--- src/rtl/lutram_mp.sv ---
// lutram_mp: multi-read-port distributed RAM with a built-in clear sequencer.
// One write port and NumRd independent read ports. After reset, or when
// init_req is seen in IDLE, every word is swept to InitVal, one word per cycle.
// Optional feature macro: LUTRAM_MP_REG_OUT_EN
//   defined   -> registered read data per port (latency 1, write-first bypass)
//   undefined -> combinational read data (latency 0, read-old)
module lutram_mp #(
  parameter int              Depth   = 64,
  parameter int              Width   = 1,
  parameter int              NumRd   = 2,
  parameter logic [Width-1:0] InitVal = '0,
  localparam int             AW      = (Depth > 1) ? $clog2(Depth) : 1
) (
  input  logic                   clk,
  input  logic                   rst,
  input  logic                   init_req,
  output logic                   init_busy,
  output logic                   init_done,
  output logic                   wready,
  input  logic                   wen,
  input  logic [AW-1:0]          waddr,
  input  logic [Width-1:0]       din,
  input  logic [NumRd*AW-1:0]    raddr,
  output logic [NumRd*Width-1:0] dout
);

  typedef enum logic {CLEAR, IDLE} state_t;

  // Depth as an AW+1 bit value so range checks work for non-power-of-two depths
  localparam logic [AW:0]   DEPTH_W = (AW+1)'(Depth);
  localparam logic [AW-1:0] LAST    = AW'(Depth - 1);

  state_t        state;
  logic [AW-1:0] cnt;
  logic          wr_hit;

  (* ram_style = "distributed" *) logic [Width-1:0] mem [Depth];

  // Clear sequencer: sweep cnt 0..Depth-1, then idle until init_req
  always_ff @(posedge clk or posedge rst) begin
    if (rst) begin
      state     <= CLEAR;
      cnt       <= '0;
      init_busy <= 1'b1;
      init_done <= 1'b0;
    end else begin
      init_done <= 1'b0;
      case (state)
        CLEAR: begin
          if (cnt == LAST) begin
            state     <= IDLE;
            cnt       <= '0;
            init_busy <= 1'b0;
            init_done <= 1'b1;
          end else begin
            cnt <= cnt + AW'(1);
          end
        end
        default: begin
          if (init_req) begin
            state     <= CLEAR;
            cnt       <= '0;
            init_busy <= 1'b1;
          end
        end
      endcase
    end
  end

  assign wready = !init_busy;
  assign wr_hit = wen && wready && ({1'b0, waddr} < DEPTH_W);

  // Storage: the sweep owns the write port while busy; user writes otherwise
  always_ff @(posedge clk) begin
    if (init_busy)   mem[cnt]   <= InitVal;
    else if (wr_hit) mem[waddr] <= din;
  end

  for (genvar i = 0; i < NumRd; i++) begin : g_rd
    logic [AW-1:0]    ra;
    logic [Width-1:0] rd;

    assign ra = raddr[i*AW +: AW];
    // Partially swept contents are never exposed; out-of-range reads give InitVal
    assign rd = (init_busy || !({1'b0, ra} < DEPTH_W)) ? InitVal : mem[ra];

`ifdef LUTRAM_MP_REG_OUT_EN
    logic [Width-1:0] dq;

    // Output register with write-first bypass; held at InitVal through the sweep
    always_ff @(posedge clk or posedge rst) begin
      if (rst)                        dq <= InitVal;
      else if (init_busy)             dq <= InitVal;
      else if (wr_hit && waddr == ra) dq <= din;
      else                            dq <= rd;
    end

    assign dout[i*Width +: Width] = dq;
`else
    assign dout[i*Width +: Width] = rd;
`endif
  end

endmodule

--- config.mk ---
export PLATFORM = sky130hd
export DESIGN_NAME = lutram_mp
export DESIGN_NICKNAME = d
export VERILOG_FILES = /design/src/rtl/lutram_mp.sv
export SDC_FILE = /design/constraint.sdc
export NUM_CORES = 1
export LEC_CHECK = 0
export BUFFER_PORTS_ARGS = -buffer_cell sky130_fd_sc_hd__clkbuf_2
export CAP_MARGIN = 20
export CORE_ASPECT_RATIO = 0.9
export CORE_MARGIN = 3
export CORE_UTILIZATION = 45
export CTS_CLUSTER_SIZE = 24
export DETAILED_ROUTE_END_ITERATION = 10
export PLACE_DENSITY = 0.67
export REMOVE_ABC_BUFFERS = 1
export SETUP_SLACK_MARGIN = 0.02
export SLEW_MARGIN = 20
export SYNTH_ARGS = -nofsm -noshare
export SYNTH_HDL_FRONTEND = slang
export SYNTH_SLANG_ARGS = --single-unit
export TNS_END_PERCENT = 10
--- constraint.sdc ---
create_clock -name clk -period 7.3 [get_ports clk]
set_clock_uncertainty 0.2 [all_clocks]
set_input_delay 0.73 -clock clk [delete_from_list [all_inputs] [get_ports clk]]
set_output_delay 0.73 -clock clk [all_outputs]
set_load 0.02 [all_outputs]
==> reports/qor.txt, run 1 <==
RSZ-0062 raised after global routing - false
Yosys Warn Count - 0
setup bufs post-CTS - 0
Max IR drop VDD - 0.117 mV
global route total overflow - 0
Synth Register Bits - 73
Max Cap Viol - 0
CTS tree - done
dpl cells - 437
Layout Area Growth over Synthesis - 10.5%
DR pass1 iterations - 4
Synth top area share - 47.6%
antenna violations before repair - 0
final hold vios - 0
vias in the first global route - 2,690
R2R setup slack - 4740 ps
met3 usage - 4.36%
HP Class - input pin to asynchronous set/reset pin
CTS root buffer - clkbuf_8
per-cell routed wire length - 19.9 um
fin nets - 353
buffer depth of the longest clock path - 2
DP Worst Slack - 3560 ps
Die Y - 95.9 um
cts repair resizes - 0
syn_area_per_cell - 13.1 um2
Final setup viols - 0
Cell Rows - 32
Worst EP arrival - 2830 ps
slew margin rel. - 37.0%
Max Clk Rate - 266 MHz
worst slew pin tran - 943 ps
Setup TNS - 0 ps
die width - 106 um
met2 Track Usage GR - 32.1%
Synth area leaders - edfxtp_1, mux4_2, mux4_1, nor2_1, dfrtp_1
Routed Antenna Nets - 0
CP Capture Type - output port
largest area contributor in the netlist - edfxtp_1
FF-to-FF Start - init_busy
ys async rst share - 12.3%
Starting Density - 46.7%
required time of the critical path - 6370 ps
antenna cells - 0
crit path time final - 3760 ps
Worst-path clk slew - 80 ps
Die ar. - 10,100 um2
DP HPWL - 6270 um
Setup WS post-layout - 3540 ps
# fillers - 762
Post-synth top cells - nor2_1, edfxtp_1, nand2_1
Critical Path Start Type - input pin
drt first-iter violations - 237
GRT Util Overall - 19.0%
met1 GRT Util - 23.4%
power per standard cell area - 266 nW/um2
final slew viol count - 0
Worst R2R End - mem[62]
Netlist cell types - 42
share of cells above drive strength 1 - 22.2%
largest net degree at the start of global routing - 65
busiest grt layer - met2
GP Congestion - 0.837
hold bufs inserted after CTS - 0
Post-Synthesis Cell Area - 4040 um2
via count - 2,658
sequential-to-total area share from yosys stat - 53.2%
# IOs - 28
final WL - 9010 um
Finished Layout Cells - 453
Crit Path Class - input pin to output port
period utilisation layout - 51.5%
# clock sinks - 73
status - complete, no violations
H-tree levels - 3
drt drc - 0
Worst Path Max Fanout - 16
Vias/cell - 5.87
worst-skew pair later-pin latency - 350 ps
IO Port Bufs - 27
cts bufs inserted - 9
first-pass GRT wire length - 14,200 um
most frequent cell after synthesis - nor2_1
Mapped Cells - 307
CORE AREA - 8650 um2
Post-synth EDFFs - 64
leakage power - 1.53 nW
worst r2r path cells - 4
Top FF cell, synth - edfxtp_1
-- worst max-delay path, stage by stage --
cell and delay, ps:
clkbuf_2 380, mux4_1 620, mux4_2 500, or2_0 220
a32o_1 220, clkbuf_2 160
-- layer usage --
layer  wire, um  part of all wire [%]
met1       3600                    40
met2       4570                    51
met3        663                   7.4
met4        167                   1.9
met5          0                     0
-- area by class of cell --
type / count / area [um2] / area share [%]
Timing Repair Buffer: 28 / 143 / 3.20
Sequential cell: 73 / 2150 / 48.1
Multi-Input combinational cell: 211 / 1770 / 39.8
Clock inverter: 7 / 101 / 2.27
Clock buffer: 9 / 124 / 2.78
Tap cell: 119 / 149 / 3.34
Inverter: 6 / 22.5 / 0.505
-- cells by family (layout without fill, tap and decap cells) --
family          count (synthesis)  after routing  synth area share, %
simple gates                  130            130                 14.4
flops                          73             73                 53.2
buf+inv                        23             50                 2.82
fa+ha+maj                       1              1                0.310
mux                            46             46                 23.1
compound gates                 34             34                 6.14
-- stage by stage --
step	utilization (%)	total power, mW	cell area (um2)	hold WS, ps
floorplan	-	0.733	3950	345
global placement	49.0	0.831	4240	375
detailed placement	49.0	0.839	4240	417
CTS	51.6	1.19	4460	111
global route	51.6	1.25	4460	140
finish	51.6	1.19	4460	112
-- how the worst max path moves through the flow --
stage,cells past startpoint,end,slack [ps],from
after global placement,6,dout[1],3570,raddr[7]
after CTS,6,dout[0],3550,raddr[1]
after floorplan,4,dout[0],4210,raddr[1]
after global routing,6,dout[0],3500,raddr[1]
final,6,dout[1],3540,raddr[7]
after detailed placement,6,dout[0],3560,raddr[1]
-- registers in the layout (all words and copies together), names as in the netlist --
| register | flops |
|---|---|
| state | 1 |
| cnt | 6 |
| mem | 64 |
| init_busy | 1 |
| init_done | 1 |
-- power by group --
group / internal [mW] / switching [mW] / total (mW)
combinational: 0.104 / 0.196 / 0.300
clock: 0.195 / 0.160 / 0.355
sequential: 0.492 / 0.0411 / 0.533
-- cells in the final DEF, fill, tap and decap left out, drive strengths merged, types with 4 or more instances in the layout --
cell / netlist / layout
o31ai: 4 / 4
dfrtp: 8 / 8
mux4: 34 / 34
nor2: 72 / 72
nand2: 28 / 28
mux2i: 10 / 10
edfxtp: 64 / 64
nor2b: 6 / 6
o21ai: 4 / 4
a31oi: 4 / 4
clkbuf: 9 / 36
inv: 6 / 8
a21oi: 4 / 4
nand3: 6 / 6
Power figures use the tool's default switching activity.
==> inputs of run 2 (changes only) <==
Clock period 7.3 ns to 3.93 ns, I/O delays scaled along.
==> run 2 against run 1 <==
Sequential share of layout area down 0.081 points; worst hold slack lost 47 ps; via count rose by 1.7%; worst setup slack worse by 2600 ps; critical path depth down 1.
==> reports/qor.txt, run 2 (same netlist as run 1, synthesis figures left out) <==
GP Congestion - 0.910 (+8.7%)
final core occ - 51.7% (+0.087 points)
Gate power share - 26.1% (+0.9 points)
Layout Area Growth over Synthesis - 10.7%
Regs by FF count - mem x64, cnt x6
power per standard cell area - 489 nW/um2 (+84%)
Top reg by flops - mem
Die Y - 95.9 um (unchanged)
Starting Density - 46.7% (unchanged)
Cell Rows - 32 (unchanged)
Critical Path Start Type - flop
RSZ-0062 raised after global routing - false
CP Cell Sequence - mux4_1, mux4_2, or2_0, a32o_1, clkbuf_2
period utilisation layout - 75.7%
worst-skew pair later-pin latency - 340 ps (about the same)
CTS tree - done
antenna violations before repair - 0 (unchanged)
clock power share - 28.7% (-1.2 points)
GRT Util Overall - 19.5% (+0.51 points)
CP Capture Type - output port
global route total overflow - 0 (unchanged)
cts bufs inserted - 9 (unchanged)
HP Class - input pin to flop
largest net degree at the start of global routing - 65 (unchanged)
Sw Pwr - 0.725 mW (+83%)
DP HPWL - 6530 um (+4.3%)
die width - 106 um (unchanged)
most frequent cells in the layout - nor2_1, edfxtp_1, nand2_1
antenna cells - 0 (unchanged)
Max Clk Rate - 336 MHz
share of cells above drive strength 1 - 22.3% (+0.17 points)
sequential power share - 45.3% (+0.4 points)
required time of the critical path - 3340 ps (-3030 ps)
Crit Path Class - flop to output port
slew margin rel. - 36.8% (-0.20 points)
Routed Antenna Nets - 0 (unchanged)
Max IR drop VDD - 0.211 mV (+80%)
Final setup viols - 0 (unchanged)
Pint - 1.46 mW (+85%)
CP max-delay cell - mux4_1
area occupied by multi-input gates - 1770 um2 (unchanged)
IO Port Bufs - 27 (unchanged)
commonest non-fill, non-tap cell in the layout - nor2_1
Worst EP arrival - 2380 ps (-450 ps)
CTS root buffer - clkbuf_8
per-cell routed wire length - 20.7 um (+4.1%)
first-pass GRT wire length - 14,500 um (+2.4%)
drt first-iter violations - 244 (+3.0%)
Setup TNS - 0 ps (unchanged)
DR pass1 iterations - 4 (unchanged)
fin nets - 356 (+0.85%)
Vias/cell - 5.94 (+1.3%)
Seq. cell area - 2150 um2 (unchanged)
drt drc - 0 (unchanged)
# fillers - 759 (-0.39%)
Worst-path clk slew - 70 ps (about the same)
worst slew pin tran - 946 ps (+3.00 ps)
final hold vios - 0 (unchanged)
cts repair resizes - 0 (unchanged)
Max Cap Viol - 0 (unchanged)
crit path time final - 2980 ps
# clock sinks - 73 (unchanged)
max reg flops - 64 (unchanged)
status - complete, no violations
Worst path max stage delay - 510 ps (-110 ps)
Worst Path Max Fanout - 2 (-14)
H-tree levels - 3 (unchanged)
Die ar. - 10,100 um2 (unchanged)
buffer depth of the longest clock path - 2 (unchanged)
final slew viol count - 0 (unchanged)
# IOs - 28 (unchanged)
final WL - 9420 um (+4.6%)
Sw Ratio - 33.2% (-0.25 points)
setup bufs post-CTS - 0 (unchanged)
leakage power - 1.55 nW (+1.1%)
CORE AREA - 8650 um2 (unchanged)
via count - 2,704 (+1.7%)
vias in the first global route - 2,674 (-0.59%)
## run 2: cell types whose count changed in the layout (fill, tap and decap cells not counted)
cell,before,now
clkinv_2,0,3
buf_4,1,3
clkinvlp_4,2,0
inv_6,2,0
dlygate4sd3_1,0,1
## run 2: routing by layer
metal  global-route usage (%)  wire (um)  vias up
li1                         -          -     1240
met2                     33.0       4800       95
met5                        0          0        -
met3                     4.90        598       11
met4                     7.66        188        0
met1                     24.6       3830     1358
## run 2: worst max-delay path, delay by kind of cell, from the launching register on
| kind | cells | cell delay, ps |
|---|---|---|
| AOI/OAI and AO/OA | 1 | 210 |
| and+or+nand+nor | 1 | 220 |
| DFF | 1 | 430 |
| buffers and inverters | 1 | 160 |
| muxes | 2 | 1020 |
## run 2: stage by stage
step | setup slack (ps) | area, um2 | cells | hold WS, ps | total power [mW]
floorplan | 1380 | 3950 | 290 | 20.2 | 1.36
global placement | 1120 | 4250 | 439 | 141 | 1.55
global route | 852 | 4470 | 455 | 58.5 | 2.28
detailed placement | 1080 | 4250 | 439 | 163 | 1.57
finish | 955 | 4470 | 455 | 65.1 | 2.19
CTS | 943 | 4470 | 455 | 43.9 | 2.19
## run 2: worst paths after layout
check                           startpoint   endpoint  slack [ps]  depth (start not counted)
min in group asynchronous              rst     cnt[0]         350                          3
max in group asynchronous              rst  init_busy        2870                          3
worst min register to register      cnt[1]     cnt[1]         430                          1
worst min-delay path              init_req      state          70                          2
worst max-delay path               mem[53]    dout[1]         950                          5
worst max register to register   init_busy    mem[18]        1360                          4
## run 2: cell type report
class / instances / area share [%]
clock inverter: 6 / 1.88
clock buffer: 9 / 2.77
multi-input combinational: 211 / 39.7
timing repair buffer: 31 / 3.75
sequential: 73 / 48.1
inverter: 6 / 0.504
tap: 119 / 3.33
## run 2: repair_timing
item | in CTS | in global routing
hold buffers | 1 | 0
endpoints found under the hold margin | 8 | 0
endpoints found under the setup margin | 0 | 0
## run 2: power by group through the flow
| stage | logic (mW) | registers [mW] | clock network, mW |
|---|---|---|---|
| 3_3_place_gp | 0.552 | 1.00 | 0 |
| 2_1_floorplan | 0.377 | 0.984 | 0 |
| 5_1_grt | 0.625 | 1.00 | 0.660 |
| 4_1_cts | 0.569 | 0.988 | 0.632 |
| 3_5_place_dp | 0.563 | 1.00 | 0 |
| 6_report | 0.570 | 0.990 | 0.627 |
